[src/rtl/video_gen_pkg.sv]
// Shared definitions for video stream sources: pattern selects, FSM encoding and
// timing helpers.
package video_gen_pkg;

    localparam logic [1:0] PAT_RAMP  = 2'd0;
    localparam logic [1:0] PAT_GRAD  = 2'd1;
    localparam logic [1:0] PAT_CHECK = 2'd2;
    localparam logic [1:0] PAT_CONST = 2'd3;

    typedef enum logic [1:0] {
        ST_IDLE  = 2'd0,
        ST_RUN   = 2'd1,
        ST_DRAIN = 2'd2
    } vg_state_e;

    // Line or frame period: active span plus blanking, widened to counter width.
    function automatic logic [11:0] calc_total(input logic [10:0] active_len,
                                               input logic [10:0] blank_len);
        return {1'b0, active_len} + {1'b0, blank_len};
    endfunction

    function automatic logic checker_bit(input logic [11:0] x,
                                         input logic [11:0] y,
                                         input int unsigned shift);
        return |(((x ^ y) >> shift) & 12'd1);
    endfunction

endpackage

[src/rtl/video_timing_cnt.sv]
// Free-running h/v raster counters with active, sync and frame-boundary decode.
// Counters are forced to 0 whenever run is low.
module video_timing_cnt
    import video_gen_pkg::*;
#(
    parameter logic [10:0] IMG_WIDTH  = 11'd640,
    parameter logic [10:0] IMG_HEIGHT = 11'd480,
    parameter logic [10:0] H_BLANK    = 11'd160,
    parameter logic [10:0] H_SYNC     = 11'd96,
    parameter logic [10:0] V_BLANK    = 11'd45,
    parameter logic [10:0] V_SYNC     = 11'd2
) (
    input  logic        clk,
    input  logic        rst_n,
    input  logic        run,
    output logic [11:0] h_cnt,
    output logic [11:0] v_cnt,
    output logic        active,
    output logic        hsync,
    output logic        vsync,
    output logic        frame_start,
    output logic        frame_end,
    output logic        first_pixel,
    output logic        last_pixel
);

    localparam logic [11:0] H_TOTAL  = calc_total(IMG_WIDTH, H_BLANK);
    localparam logic [11:0] V_TOTAL  = calc_total(IMG_HEIGHT, V_BLANK);
    localparam logic [11:0] H_ACT    = {1'b0, IMG_WIDTH};
    localparam logic [11:0] HS_END   = calc_total(IMG_WIDTH, H_SYNC);
    localparam logic [11:0] V_ACT_LO = {1'b0, V_BLANK};
    localparam logic [11:0] VS_END   = {1'b0, V_SYNC};

    logic [11:0] h_cnt_q, h_cnt_d;
    logic [11:0] v_cnt_q, v_cnt_d;
    logic        h_wrap_s, v_wrap_s;

    // Next counter values: hold at origin when stopped, else advance and wrap.
    always_comb begin
        h_wrap_s = (h_cnt_q == (H_TOTAL - 12'd1));
        v_wrap_s = (v_cnt_q == (V_TOTAL - 12'd1));
        if (!run) begin
            h_cnt_d = 12'd0;
            v_cnt_d = 12'd0;
        end else if (h_wrap_s) begin
            h_cnt_d = 12'd0;
            v_cnt_d = v_wrap_s ? 12'd0 : (v_cnt_q + 12'd1);
        end else begin
            h_cnt_d = h_cnt_q + 12'd1;
            v_cnt_d = v_cnt_q;
        end
    end

    // Counter registers.
    always_ff @(posedge clk or negedge rst_n) begin
        if (!rst_n) begin
            h_cnt_q <= 12'd0;
            v_cnt_q <= 12'd0;
        end else begin
            h_cnt_q <= h_cnt_d;
            v_cnt_q <= v_cnt_d;
        end
    end

    // Region and boundary decode of the current counter position.
    always_comb begin
        h_cnt       = h_cnt_q;
        v_cnt       = v_cnt_q;
        active      = (h_cnt_q < H_ACT) && (v_cnt_q >= V_ACT_LO);
        hsync       = (h_cnt_q >= H_ACT) && (h_cnt_q < HS_END);
        vsync       = (v_cnt_q < VS_END);
        frame_start = (h_cnt_q == 12'd0) && (v_cnt_q == 12'd0);
        frame_end   = h_wrap_s && v_wrap_s;
        first_pixel = (h_cnt_q == 12'd0) && (v_cnt_q == V_ACT_LO);
        last_pixel  = (h_cnt_q == (H_ACT - 12'd1)) && v_wrap_s;
    end

endmodule

[src/rtl/video_pattern_gen.sv]
// Video test-pattern source: run/drain FSM, pattern datapath and registered stream outputs.
// Optional build macro VIDEO_PATTERN_GEN_STAMP_EN stamps a frame number on each frame's first pixel.
module video_pattern_gen
    import video_gen_pkg::*;
#(
    parameter logic [10:0] IMG_WIDTH   = 11'd640,
    parameter logic [10:0] IMG_HEIGHT  = 11'd480,
    parameter logic [10:0] H_BLANK     = 11'd160,
    parameter logic [10:0] H_SYNC      = 11'd96,
    parameter logic [10:0] V_BLANK     = 11'd45,
    parameter logic [10:0] V_SYNC      = 11'd2,
    parameter int unsigned CHECK_SHIFT = 3,
    parameter logic [7:0]  FILL_VALUE  = 8'h80
) (
    input  logic       video_clk,
    input  logic       rst_n,
    input  logic       enable,
    input  logic [1:0] pattern_sel,
    output logic       video_vs,
    output logic       video_hs,
    output logic       video_de,
    output logic [7:0] video_data,
    output logic       frame_done
);

    vg_state_e   state_q, state_d;
    logic [1:0]  pat_q, pat_d;
    logic [7:0]  ramp_q, ramp_d;
    logic        vs_q, vs_d, hs_q, hs_d, de_q, de_d, done_q, done_d;
    logic [7:0]  data_q, data_d;

    logic        run_s;
    logic [11:0] h_cnt_s, v_cnt_s, y_s;
    logic        active_s, hsync_s, vsync_s;
    logic        frame_start_s, frame_end_s, last_pixel_s;
    logic [7:0]  pix_s, out_pix_s;
`ifdef VIDEO_PATTERN_GEN_STAMP_EN
    logic        first_pixel_s;
    logic [7:0]  frame_cnt_q, frame_cnt_d;
`endif

    assign run_s = (state_q != ST_IDLE);

    video_timing_cnt #(
        .IMG_WIDTH  (IMG_WIDTH),
        .IMG_HEIGHT (IMG_HEIGHT),
        .H_BLANK    (H_BLANK),
        .H_SYNC     (H_SYNC),
        .V_BLANK    (V_BLANK),
        .V_SYNC     (V_SYNC)
    ) u_timing (
        .clk         (video_clk),
        .rst_n       (rst_n),
        .run         (run_s),
        .h_cnt       (h_cnt_s),
        .v_cnt       (v_cnt_s),
        .active      (active_s),
        .hsync       (hsync_s),
        .vsync       (vsync_s),
        .frame_start (frame_start_s),
        .frame_end   (frame_end_s),
`ifdef VIDEO_PATTERN_GEN_STAMP_EN
        .first_pixel (first_pixel_s),
`else
        .first_pixel (),
`endif
        .last_pixel  (last_pixel_s)
    );

    // Run/drain control; stopping is only allowed on a frame boundary.
    always_comb begin
        state_d = state_q;
        case (state_q)
            ST_IDLE: begin
                if (enable) state_d = ST_RUN;
                else        state_d = ST_IDLE;
            end
            ST_RUN: begin
                if (enable)           state_d = ST_RUN;
                else if (frame_end_s) state_d = ST_IDLE;
                else                  state_d = ST_DRAIN;
            end
            ST_DRAIN: begin
                if (enable)           state_d = ST_RUN;
                else if (frame_end_s) state_d = ST_IDLE;
                else                  state_d = ST_DRAIN;
            end
            default: state_d = ST_IDLE;
        endcase
    end

    // Pattern select latch, ramp counter and pixel value for the current position.
    always_comb begin
        y_s = v_cnt_s - {1'b0, V_BLANK};
        if (run_s && frame_start_s) pat_d = pattern_sel;
        else                        pat_d = pat_q;
        if (run_s && frame_start_s)  ramp_d = 8'd0;
        else if (run_s && active_s)  ramp_d = ramp_q + 8'd1;
        else                         ramp_d = ramp_q;
        case (pat_q)
            PAT_RAMP:  pix_s = ramp_q;
            PAT_GRAD:  pix_s = h_cnt_s[7:0];
            PAT_CHECK: pix_s = checker_bit(h_cnt_s, y_s, CHECK_SHIFT) ? 8'hFF : 8'h00;
            PAT_CONST: pix_s = FILL_VALUE;
            default:   pix_s = 8'h00;
        endcase
    end

`ifdef VIDEO_PATTERN_GEN_STAMP_EN
    // Frame number overrides the first pixel; the ramp still counts that pixel.
    always_comb begin
        if (run_s && last_pixel_s) frame_cnt_d = frame_cnt_q + 8'd1;
        else                       frame_cnt_d = frame_cnt_q;
        if (first_pixel_s) out_pix_s = frame_cnt_q;
        else               out_pix_s = pix_s;
    end

    // Frame number register.
    always_ff @(posedge video_clk or negedge rst_n) begin
        if (!rst_n) frame_cnt_q <= 8'd0;
        else        frame_cnt_q <= frame_cnt_d;
    end
`else
    // Pure pattern output.
    always_comb begin
        out_pix_s = pix_s;
    end
`endif

    // Output stage: everything is zero while idle and data is blanked outside the active area.
    always_comb begin
        vs_d   = run_s & vsync_s;
        hs_d   = run_s & hsync_s;
        de_d   = run_s & active_s;
        done_d = run_s & active_s & last_pixel_s;
        if (run_s && active_s) data_d = out_pix_s;
        else                   data_d = 8'h00;
    end

    // FSM, datapath and output registers.
    always_ff @(posedge video_clk or negedge rst_n) begin
        if (!rst_n) begin
            state_q <= ST_IDLE;
            pat_q   <= PAT_RAMP;
            ramp_q  <= 8'd0;
            vs_q    <= 1'b0;
            hs_q    <= 1'b0;
            de_q    <= 1'b0;
            done_q  <= 1'b0;
            data_q  <= 8'h00;
        end else begin
            state_q <= state_d;
            pat_q   <= pat_d;
            ramp_q  <= ramp_d;
            vs_q    <= vs_d;
            hs_q    <= hs_d;
            de_q    <= de_d;
            done_q  <= done_d;
            data_q  <= data_d;
        end
    end

    assign video_vs   = vs_q;
    assign video_hs   = hs_q;
    assign video_de   = de_q;
    assign video_data = data_q;
    assign frame_done = done_q;

endmodule

[config.mk]
export PLATFORM = sky130hd
export DESIGN_NAME = video_pattern_gen
export DESIGN_NICKNAME = d
export VERILOG_FILES = /design/src/rtl/video_gen_pkg.sv /design/src/rtl/video_timing_cnt.sv /design/src/rtl/video_pattern_gen.sv
export SDC_FILE = /design/constraint.sdc
export NUM_CORES = 1
export LEC_CHECK = 0
export ABC_AREA = 1
export ABC_CLOCK_PERIOD_IN_PS = 3700
export BUFFER_PORTS_ARGS = -buffer_cell sky130_fd_sc_hd__buf_2
export CAP_MARGIN = 25
export CELL_PAD_IN_SITES_DETAIL_PLACEMENT = 1
export CELL_PAD_IN_SITES_GLOBAL_PLACEMENT = 1
export CORE_AREA = 2 2 81 83
export CTS_CLUSTER_SIZE = 20
export DETAILED_ROUTE_END_ITERATION = 10
export DIE_AREA = 0 0 83 85
export PLACE_DENSITY = 0.8
export SLEW_MARGIN = 20
export SYNTH_ARGS = -nofsm -noshare
export SYNTH_HDL_FRONTEND = slang
export SYNTH_SLANG_ARGS = --single-unit
[constraint.sdc]
create_clock -name video_clk -period 3.7 [get_ports video_clk]
set_input_delay 0.74 -clock video_clk [delete_from_list [all_inputs] [get_ports video_clk]]
set_output_delay 0.74 -clock video_clk [all_outputs]
set_load 0.005 [all_outputs]
==> flow_summary.toml, run 1 <==
[clock_tree]
insertion_delay_ns = 0.31
clk_pin_slew_ns = 0.10
cts_resized = 0
root_buffer = "clkbuf_8"
cts_inserted_buffers = 5
htree_num_levels = 2
clkSinkCount = 48
cts_tree = "built"
cts_buffer_depth = 2
cts_setup_buffers = 0
hold_buffers = 0

[global_routing]
grt_pass1_vias = 2695
grt_max_degree = 27
grt_overflow = 0
grt_pass1_wl_mm = 12.9
antenna_found_initial = 0
grt_usage = 0.226

[finish]
layout_common_cells = "82 x nand2_1, 54 x inv_1, 48 x dfrtp_1"
num-nets-final = 417
final_cell_area_mm2 = 0.00315
final_common_cell = "nand2_1"
final.fill_count = 819
multi_input_area_mm2 = 0.00142
seq_area_mm2 = 0.00120
syn2layout_area_growth_pct = 9.11
instances_no_fill = 481
diodes = 0
layout-drive-gt1-share = 0.161

[setup_path]
worstPathRequired_ns = 3.90
path_buf_inv = 4
crit_family = "simple AND/OR/NAND/NOR gates"
cp-start-kind = "register"
arrival_ns = 2.06
reg2reg_slack_ns = 1.84
end_kind = "register"
crit_chain = "inv_1, ha_1, inv_1, nand2_1, nor2_1, nand2_1, inv_2, nand2_8, nand2_4, inv_4, nand2_1, nand2_1"
max_stage_delay_ns = 0.36
critPathKind = "register to register"
crit_top_cell = "nand2_1"
slowest_stage = "dfrtp_1"
crit_path_max_fanout = 11

[synthesis]
netlist_area_mm2 = 0.00288
syn-num-nets = 396
ys_seq_elements = 48
synth_cell_types = 31
yosysSeqAreaShare = 0.417
avgSynthCellArea_um2 = 7.55
ys_warn_count = 0
syn_inst = 382

[route]
via_per_inst = 5.30
wl_per_cell_um = 15.6
drtPass1Iterations = 4
drt_iter0_drc = 83
drc = 0
antenna_left = 0
routed_wl_mm = 7.51
vias = 2549

[timing]
tightest_slew_ns = 0.608
rsz0062_at_grt = "false"
final.period_utilization = 0.503
finalHoldViolCount = 0
period_needed_ns = 1.86
slew_headroom = 0.595
max_freq_mhz = 537
setup_violations = 0
finalSetupTns_ns = 0
slew_viol_final = 0
skew_ns = 0.0156

[floorplan]
top_level_ports = 17
start_util = 0.465
die_w_um = 83
die_area_mm2 = 0.00706
die_y_um = 85
fp-row-count = 29
core_mm2 = 0.00620

[min_path]
hp-class = "input pin to async pin"

[run]
max_cap_viol_count = 0

[place]
dp_hpwl_mm = 5.85
gp_congestion = 0.856
port-buffer-count = 16
postPlaceCellArea_mm2 = 0.00306
placed_cells = 473

[pwr]
power.leakage_nw = 1.59
power_per_cell_area_mw_per_mm2 = 435
irDropWorstVdd_mv = 0.221

[run_status]
status = "finished clean"
cell type report:
| class | instances | share of cell area |
|---|---|---|
| Inverter | 62 | 0.0768 |
| Sequential cell | 48 | 0.382 |
| Clock inverter | 3 | 0.00597 |
| Timing Repair Buffer | 17 | 0.0318 |
| Multi-Input combinational cell | 269 | 0.451 |
| Clock buffer | 5 | 0.0219 |
| Tap cell | 77 | 0.0306 |
power by group:
part           switching [mW]  leakage, nW  total [mW]  internal [mW]
combinational           0.332        0.878       0.450          0.118
clock                   0.191       0.0479       0.323          0.132
sequential             0.0334        0.661       0.596          0.563
synth_stat cells (all sizes together):
master,n,share of area
a21oi,11,0.019
dfrtp,48,0.42
nor3,6,0.012
and2,1,0.0022
nand4,14,0.033
o22ai,7,0.015
nor3b,2,0.0069
nand2,91,0.13
clkinv,1,0.0017
o21ai,21,0.036
ha,9,0.039
xor2,8,0.024
nand3,35,0.068
nand3b,1,0.0026
nor2,63,0.099
buf,3,0.0074
inv,61,0.082
stage by stage:
stage          hold slack (ns)  setup WS [ns]  total power [mW]   util
6_report                 0.423           1.84              1.37  0.507
3_3_place_gp             0.492           1.93              1.04  0.490
3_5_place_dp             0.500           1.82              1.06  0.493
4_1_cts                  0.447           1.81              1.38  0.507
5_1_grt                  0.472           1.63              1.46  0.507
2_1_floorplan            0.444           2.28             0.941      -
cell families after synthesis:
kind of cell	share of synthesized area
AO/OA/AOI/OAI	0.0707
XOR/XNOR	0.0243
adder cells (fa/ha/maj)	0.0391
buffers and inverters	0.0911
flip-flops	0.417
AND/OR/NAND/NOR	0.358
final timing paths:
| kind | startpoint | end | depth (start not counted) |
|---|---|---|---|
| min reg2reg | ramp_q[7]$_DFFE_PN0P_ | ramp_q[7]$_DFFE_PN0P_ | 2 |
| min in group video_clk | ramp_q[7]$_DFFE_PN0P_ | ramp_q[7]$_DFFE_PN0P_ | 2 |
| max | state_q[0]$_DFF_PN0_ | ramp_q[3]$_DFFE_PN0P_ | 12 |
| max reg2reg | state_q[0]$_DFF_PN0_ | ramp_q[3]$_DFFE_PN0P_ | 12 |
| max in group asynchronous | rst_n | u_timing.v_cnt[2]$_DFFE_PN0P_ | 2 |
| min | rst_n | u_timing.h_cnt[9]$_DFF_PN0_ | 1 |
state kept, by name, indices dropped and copies added, names as in the netlist:
signal,flops
video_de,1
video_data,8
ramp_q,8
frame_done,1
video_vs,1
video_hs,1
u_timing.h_cnt,12
state_q,2
u_timing.v_cnt,12
pat_q,2
worst reg2reg max path: stages, from the launching register on:
cell and delay [ns]:
dfrtp_1 0.36, inv_1 0.05, ha_1 0.27, inv_1 0.35
nand2_1 0.10, nor2_1 0.09, nand2_1 0.07, inv_2 0.10
nand2_8 0.09, nand2_4 0.10, inv_4 0.06, nand2_1 0.06
nand2_1 0.06
routing by layer:
metal  share of wire  global-route usage  routed length, µm
met1            0.46               0.292               3490
met2            0.48               0.389               3640
met3           0.028              0.0340                210
met4           0.023              0.0790                173
met5               0                   0                  0
Note: power is estimated with default switching activity, not from simulation.
==> run 2, diff against run 1 <==
--- a/config.mk
+++ b/config.mk
@@ -5,17 +5,17 @@
 export SDC_FILE = /design/constraint.sdc
 export NUM_CORES = 1
 export LEC_CHECK = 0
-export ABC_AREA = 1
-export ABC_CLOCK_PERIOD_IN_PS = 3700
+export ABC_AREA = 0
+export ABC_CLOCK_PERIOD_IN_PS = 1600
 export BUFFER_PORTS_ARGS = -buffer_cell sky130_fd_sc_hd__buf_2
 export CAP_MARGIN = 25
 export CELL_PAD_IN_SITES_DETAIL_PLACEMENT = 1
 export CELL_PAD_IN_SITES_GLOBAL_PLACEMENT = 1
-export CORE_AREA = 2 2 81 83
+export CORE_AREA = 2 2 82 84
 export CTS_CLUSTER_SIZE = 20
 export DETAILED_ROUTE_END_ITERATION = 10
-export DIE_AREA = 0 0 83 85
-export PLACE_DENSITY = 0.8
+export DIE_AREA = 0 0 84 86
+export PLACE_DENSITY = 0.71
 export SLEW_MARGIN = 20
 export SYNTH_ARGS = -nofsm -noshare
 export SYNTH_HDL_FRONTEND = slang
==> constraint.sdc (replaced) <==
create_clock -name video_clk -period 1.6 [get_ports video_clk]
set_input_delay 0.32 -clock video_clk [delete_from_list [all_inputs] [get_ports video_clk]]
set_output_delay 0.32 -clock video_clk [all_outputs]
set_load 0.005 [all_outputs]
==> run 2 against run 1 <==
Compared with the run above: synthesized cell count is 26% lower; combinational power is 140% higher; design area up 13%; the run now ends with setup timing left; first-iteration DRC count increased by 1.2%; critical path depth down 4; clock skew is 0.0085 ns lower; worst setup slack worse by 2.3 ns; final cell count down 9.6%; count of clock-buffer cells in the layout did not move; via count is 6.7% lower; critical path type unchanged; critical endpoint is now ramp_q[1]$_DFFE_PN0P_.
==> flow_summary.toml, run 2 <==
[setup_path]
slowest_stage = "or4_4"
crit_chain = "or4_4, or3_4, a22oi_2, buf_12, buf_8, buf_4, nand3_2, nand2_1"
crit_start = "u_timing.v_cnt[7]$_DFFE_PN0P_"
r2r_cells = 8
crit_path_end = "ramp_q[1]$_DFFE_PN0P_"
arrival_ns = 2.32
worstPathRequired_ns = 1.86
r2r-end = "ramp_q[1]$_DFFE_PN0P_"
cp-start-kind = "register"
end_kind = "register"
crit_path_max_fanout = 6
reg2reg_slack_ns = -0.46
r2r_start = "u_timing.v_cnt[7]$_DFFE_PN0P_"
max_stage_delay_ns = 0.54
critPathKind = "register to register"

[synthesis]
ys.flop_type = "dfrtp_1"
synth_common_cells = "48 x dfrtp_1, 28 x a21oi_1, 28 x nor2_1, 20 x nand2_1"
yosysTopAreaCellShare = 0.466
synth_largest_area_cell = "dfrtp_1"
yosys-top-cells-area = "dfrtp_1 47%, a21oi_1 5.4%, ha_1 4.4%"
yosysSeqAreaShare = 0.466
ys_warn_count = 0
syn_inst = 281
synth_compound_area_frac = 0.119
postSynth.asyncResetShare = 1.00
synth_top_family_by_area = "simple AND/OR/NAND/NOR gates"
syn-num-nets = 295
yosys.area_share.xor_xnor = 0.0442
netlist_area_mm2 = 0.00257
avgSynthCellArea_um2 = 9.16
ys_seq_elements = 48
yosys.area_share.adder = 0.0437
synth_edf_count = 0
synthMuxAreaShare = 0.00777
synthMostInstantiatedCell = "dfrtp_1"
synth_cell_types = 45
synth-simple-area-share = 0.258

[clock_tree]
cts_tree = "built"
cts_buffer_depth = 2
clkSinkCount = 48
htree_num_levels = 2
cts_inserted_buffers = 5
root_buffer = "clkbuf_8"
clk_pin_slew_ns = 0.09
insertion_delay_ns = 0.32

[run_status]
status = "finished, violations left"
violations = "setup timing"

[timing]
setup_violations = 34
rsz0062_at_grt = "true"
slew_headroom = 0.705
period_needed_ns = 2.06
fin_hold_ws_ns = 0.201
final.period_utilization = 1.29
skew_ns = 0.00711
slew_viol_final = 0
finalHoldViolCount = 0
max_freq_mhz = 486
finalSetupTns_ns = -11.18
worst_slack_ns = -0.458
tightest_slew_ns = 0.443

[global_routing]
antenna_found_initial = 0
grt_pass1_vias = 2515
grt_max_degree = 31
grt_overflow = 0
grt_pass1_wl_mm = 12.5
grt_usage = 0.220

[run]
max_cap_viol_count = 0

[finish]
layout-drive-gt1-share = 0.380
syn2layout_area_growth_pct = 37.5
final_core_util = 0.564
final_common_cell = "buf_4"
final.fill_count = 712
num-nets-final = 371
diodes = 0
layout_common_cells = "63 x buf_4, 46 x dfrtp_1, 27 x nor2_1"

[floorplan]
die_area_mm2 = 0.00722
die_y_um = 86
top_level_ports = 17
core_mm2 = 0.00628
die_w_um = 84
fp-row-count = 29
start_util = 0.410

[place]
dp_hpwl_mm = 5.18
port-buffer-count = 16
gp_congestion = 0.829

[pwr]
total_power_mw = 3.42
power_per_cell_area_mw_per_mm2 = 967
power.leakage_nw = 1.66
irDropWorstVdd_mv = 0.620

[route]
drc = 0
drtPass1Iterations = 4
antenna_left = 0
wl_per_cell_um = 17.8
via_per_inst = 5.46
vias = 2377
drt_iter0_drc = 84
routed_wl_mm = 7.73

[min_path]
hp-class = "input pin to register"
## run 2: changes by cell type after synthesis, moves of 10 or more
cell and delta:
o21ai_1 -10, nand3_1 -17, nor2_1 -19, nor2_2 -14
clkbuf_1 +14, a21oi_1 +17, nand2_1 -62, inv_1 -42
## run 2: routing by layer
layer / vias to the layer above / wire length [µm] / GRT usage
li1: 1135 / - / -
met1: 1194 / 3110 / 0.256
met2: 39 / 4270 / 0.402
met3: 9 / 234 / 0.0414
met4: 0 / 120 / 0.0850
met5: - / 0 / 0
## run 2: worst min-delay path by stage
| stage | start | endpoint | slack (ns) | cells after the start |
|---|---|---|---|---|
| 4_1_cts | pattern_sel[0] | pat_q[0]$_DFFE_PN0P_ | 0.21 | 3 |
| 2_1_floorplan | rst_n | frame_done$_DFF_PN0_ | 0.02 | 0 |
| 6_report | pattern_sel[1] | pat_q[1]$_DFFE_PN0P_ | 0.20 | 3 |
| 3_3_place_gp | rst_n | u_timing.h_cnt[1]$_DFF_PN0_ | 0.28 | 1 |
| 3_5_place_dp | rst_n | video_data[2]$_DFF_PN0_ | 0.29 | 1 |
| 5_1_grt | pattern_sel[1] | pat_q[1]$_DFFE_PN0P_ | 0.22 | 3 |
## run 2: logic make-up (layout without fill, tap and decap cells)
| kind of cell | after synthesis | count (layout) |
|---|---|---|
| fa+ha+maj | 9 | 9 |
| buf+inv | 33 | 110 |
| flops | 48 | 48 |
| mux | 2 | 2 |
| simple gates | 123 | 123 |
| compound gates | 53 | 53 |
| xor+xnor | 13 | 13 |
## run 2: cell type report
cell class                 instances  area [µm²]  share of cell area
clock inverter                     3        42.5              0.0120
timing repair buffer              89         694               0.196
tap                               77        96.3              0.0272
multi-input combinational        200        1380               0.391
sequential                        48        1200               0.340
inverter                          13        51.3              0.0145
clock buffer                       5        68.8              0.0194
## run 2: per-stage QoR
step	worst slack [ns]	cell area, µm²	instances
after floorplan	-0.395	2630	281
after global placement	-0.420	3140	410
after detailed placement	-0.500	3140	410
after CTS	-0.470	3410	428
after global routing	-0.543	3540	435
final	-0.458	3540	435
## run 2: critical path, delay by kind of cell (launching register included)
| family | cells | cell delay (ns) |
|---|---|---|
| buf+inv | 3 | 0.37 |
| flops | 1 | 0.39 |
| simple gates | 4 | 1.01 |
| compound gates | 1 | 0.22 |
## run 2: repair_timing
item,in CTS,in global routing
endpoints found under the hold margin,18,0
setup buffers,9,7
hold buffers,1,0
endpoints found under the setup margin,43,44
cloned,1,0
gates resized for setup,29,19
pin swaps,10,11
## run 2: where the power goes
group / switching (mW) / internal, mW / leakage, nW
registers: 0.127 / 1.30 / 0.658
clock network: 0.443 / 0.463 / 0.0541
logic: 0.584 / 0.503 / 0.945
total: 1.15 / 2.27 / 1.66
==> run 3, diff against run 2 <==
--- a/config.mk
+++ b/config.mk
@@ -16,6 +16,7 @@
 export DETAILED_ROUTE_END_ITERATION = 10
 export DIE_AREA = 0 0 84 86
 export PLACE_DENSITY = 0.71
+export RECOVER_POWER = 100
 export SLEW_MARGIN = 20
 export SYNTH_ARGS = -nofsm -noshare
 export SYNTH_HDL_FRONTEND = slang
==> run 3 against run 2 <==
Compared with the run above: the run still ends with setup timing left; critical path type unchanged; total power down 1.2%; design area decreased by 0.74%; critical endpoint is now ramp_q[7]$_DFFE_PN0P_; largest power group unchanged; register-to-register slack barely moved; via count increased by 0.55%; clock power hardly changed; core utilization is 0.42 points lower.
==> flow_summary.toml, run 3 (synthesis results as in run 2) <==
[clock_tree]
clk_pin_slew_ns = 0.09
root_buffer = "clkbuf_8"
cts_inserted_buffers = 5
cts_buffer_depth = 2
insertion_delay_ns = 0.32
cts_tree = "built"
htree_num_levels = 2
clkSinkCount = 48

[min_path]
whs_endpoint = "pat_q[1]$_DFFE_PN0P_"
hp-class = "input pin to register"
min_from = "pattern_sel[1]"
hold_path_depth = 3

[place]
placed_cells = 410
port-buffer-count = 16
postPlaceCellArea_mm2 = 0.00314
dp_hpwl_mm = 5.18
gp_congestion = 0.829

[floorplan]
fp-row-count = 29
die_y_um = 86
top_level_ports = 17
die_w_um = 84
core_mm2 = 0.00628
die_area_mm2 = 0.00722
start_util = 0.410

[finish]
final_core_util = 0.560
instances_no_fill = 435
final_cell_area_mm2 = 0.00351
num-nets-final = 371
syn2layout_area_growth_pct = 36.4
layout-drive-gt1-share = 0.363
final_common_cell = "buf_4"
final.fill_count = 716
layout_common_cells = "63 x buf_4, 46 x dfrtp_1, 27 x nor2_1"
diodes = 0

[timing]
max_freq_mhz = 486
setup_violations = 44
period_needed_ns = 2.06
worst_slack_ns = -0.458
final.period_utilization = 1.29
slew_headroom = 0.294
rsz0062_at_grt = "true"
finalHoldViolCount = 0
skew_ns = 0.00754
fin_hold_ws_ns = 0.201
tightest_slew_ns = 1.06
slew_viol_final = 0

[route]
wl_per_cell_um = 17.8
antenna_left = 0
drc = 0
drt_iter0_drc = 90
routed_wl_mm = 7.74
vias = 2390
drtPass1Iterations = 4
via_per_inst = 5.49

[pwr]
irDropWorstVdd_mv = 0.561
p_seq_frac = 0.420
total_power_mw = 3.38
p_switching_mw = 1.14
intPower_mw = 2.24
combPwrFrac = 0.312
p_clk_frac = 0.268
power.leakage_nw = 1.64
sw_frac_of_total = 0.337
power_per_cell_area_mw_per_mm2 = 962

[global_routing]
grt_pass1_wl_mm = 12.5
grt_overflow = 0
grt_max_degree = 31
grt_pass1_vias = 2515
grt_usage = 0.220
antenna_found_initial = 0

[run_status]
violations = "setup timing"
status = "finished, violations left"

[setup_path]
r2r_cells = 7
end_kind = "register"
worstPathRequired_ns = 1.85
r2r-end = "ramp_q[7]$_DFFE_PN0P_"
reg2reg_slack_ns = -0.46
r2r_start = "u_timing.v_cnt[7]$_DFFE_PN0P_"
arrival_ns = 2.31
cp-start-kind = "register"
crit_path_max_fanout = 6
critPathKind = "register to register"

[run]
max_cap_viol_count = 0
-- run 3: cell count changes in the layout (fill, tap and decap cells not counted), sizes merged --
cell,change
buf,-5
clkbuf,+5
-- run 3: layer usage --
metal | vias to the layer above | wire length, µm | global-route usage
met5 | - | 0 | 0
li1 | 1136 | - | -
met2 | 44 | 4240 | 0.402
met1 | 1201 | 3150 | 0.256
met4 | 0 | 113 | 0.0850
met3 | 9 | 238 | 0.0414
-- run 3: worst max-delay path by stage --
stage	start	endpoint	slack, ns	cells past startpoint
floorplan	u_timing.v_cnt[11]$_DFFE_PN0P_	ramp_q[2]$_DFFE_PN0P_	-0.39	7
global placement	u_timing.v_cnt[11]$_DFFE_PN0P_	ramp_q[2]$_DFFE_PN0P_	-0.42	7
detailed placement	u_timing.v_cnt[11]$_DFFE_PN0P_	ramp_q[2]$_DFFE_PN0P_	-0.50	7
CTS	u_timing.v_cnt[7]$_DFFE_PN0P_	ramp_q[3]$_DFFE_PN0P_	-0.47	7
global route	u_timing.v_cnt[0]$_DFFE_PN0P_	frame_done$_DFF_PN0_	-0.54	10
finish	u_timing.v_cnt[7]$_DFFE_PN0P_	ramp_q[7]$_DFFE_PN0P_	-0.46	7
-- run 3: cell type report --
type,instances,area [µm²],share of cell area
tap,77,96.3,0.0274
sequential,48,1200,0.343
multi-input combinational,200,1370,0.389
inverter,13,51.3,0.0146
timing repair buffer,89,683,0.194
clock inverter,3,42.5,0.0121
clock buffer,5,68.8,0.0196
-- run 3: stage by stage --
step | setup TNS (ns) | setup slack (ns)
2_1_floorplan | -8.64 | -0.395
3_3_place_gp | -10.21 | -0.420
3_5_place_dp | -13.57 | -0.500
4_1_cts | -12.01 | -0.470
5_1_grt | -16.24 | -0.543
6_report | -11.75 | -0.458
-- run 3: critical path, stage by stage (launching register included) --
cell	delay [ns]
dfrtp_1	0.39
or4_4	0.54
or3_4	0.35
a22oi_2	0.22
buf_12	0.16
buf_8	0.11
o31ai_1	0.07
a21oi_1	0.13
-- run 3: repair_timing --
item,in CTS,in global routing
setup endpoints to repair,43,44
resized for setup,29,19
buffers inserted,9,7
gates cloned,1,0
hold buffers,1,0
pin swaps,10,11
hold endpoints to repair,18,0
-- run 3: power by group through the flow --
stage | clock (mW) | combinational (mW) | sequential (mW)
after floorplan | 0 | 0.580 | 1.38
after global placement | 0 | 0.902 | 1.43
after detailed placement | 0 | 0.938 | 1.44
after CTS | 0.928 | 1.02 | 1.42
after global routing | 0.975 | 1.18 | 1.44
final | 0.905 | 1.06 | 1.42
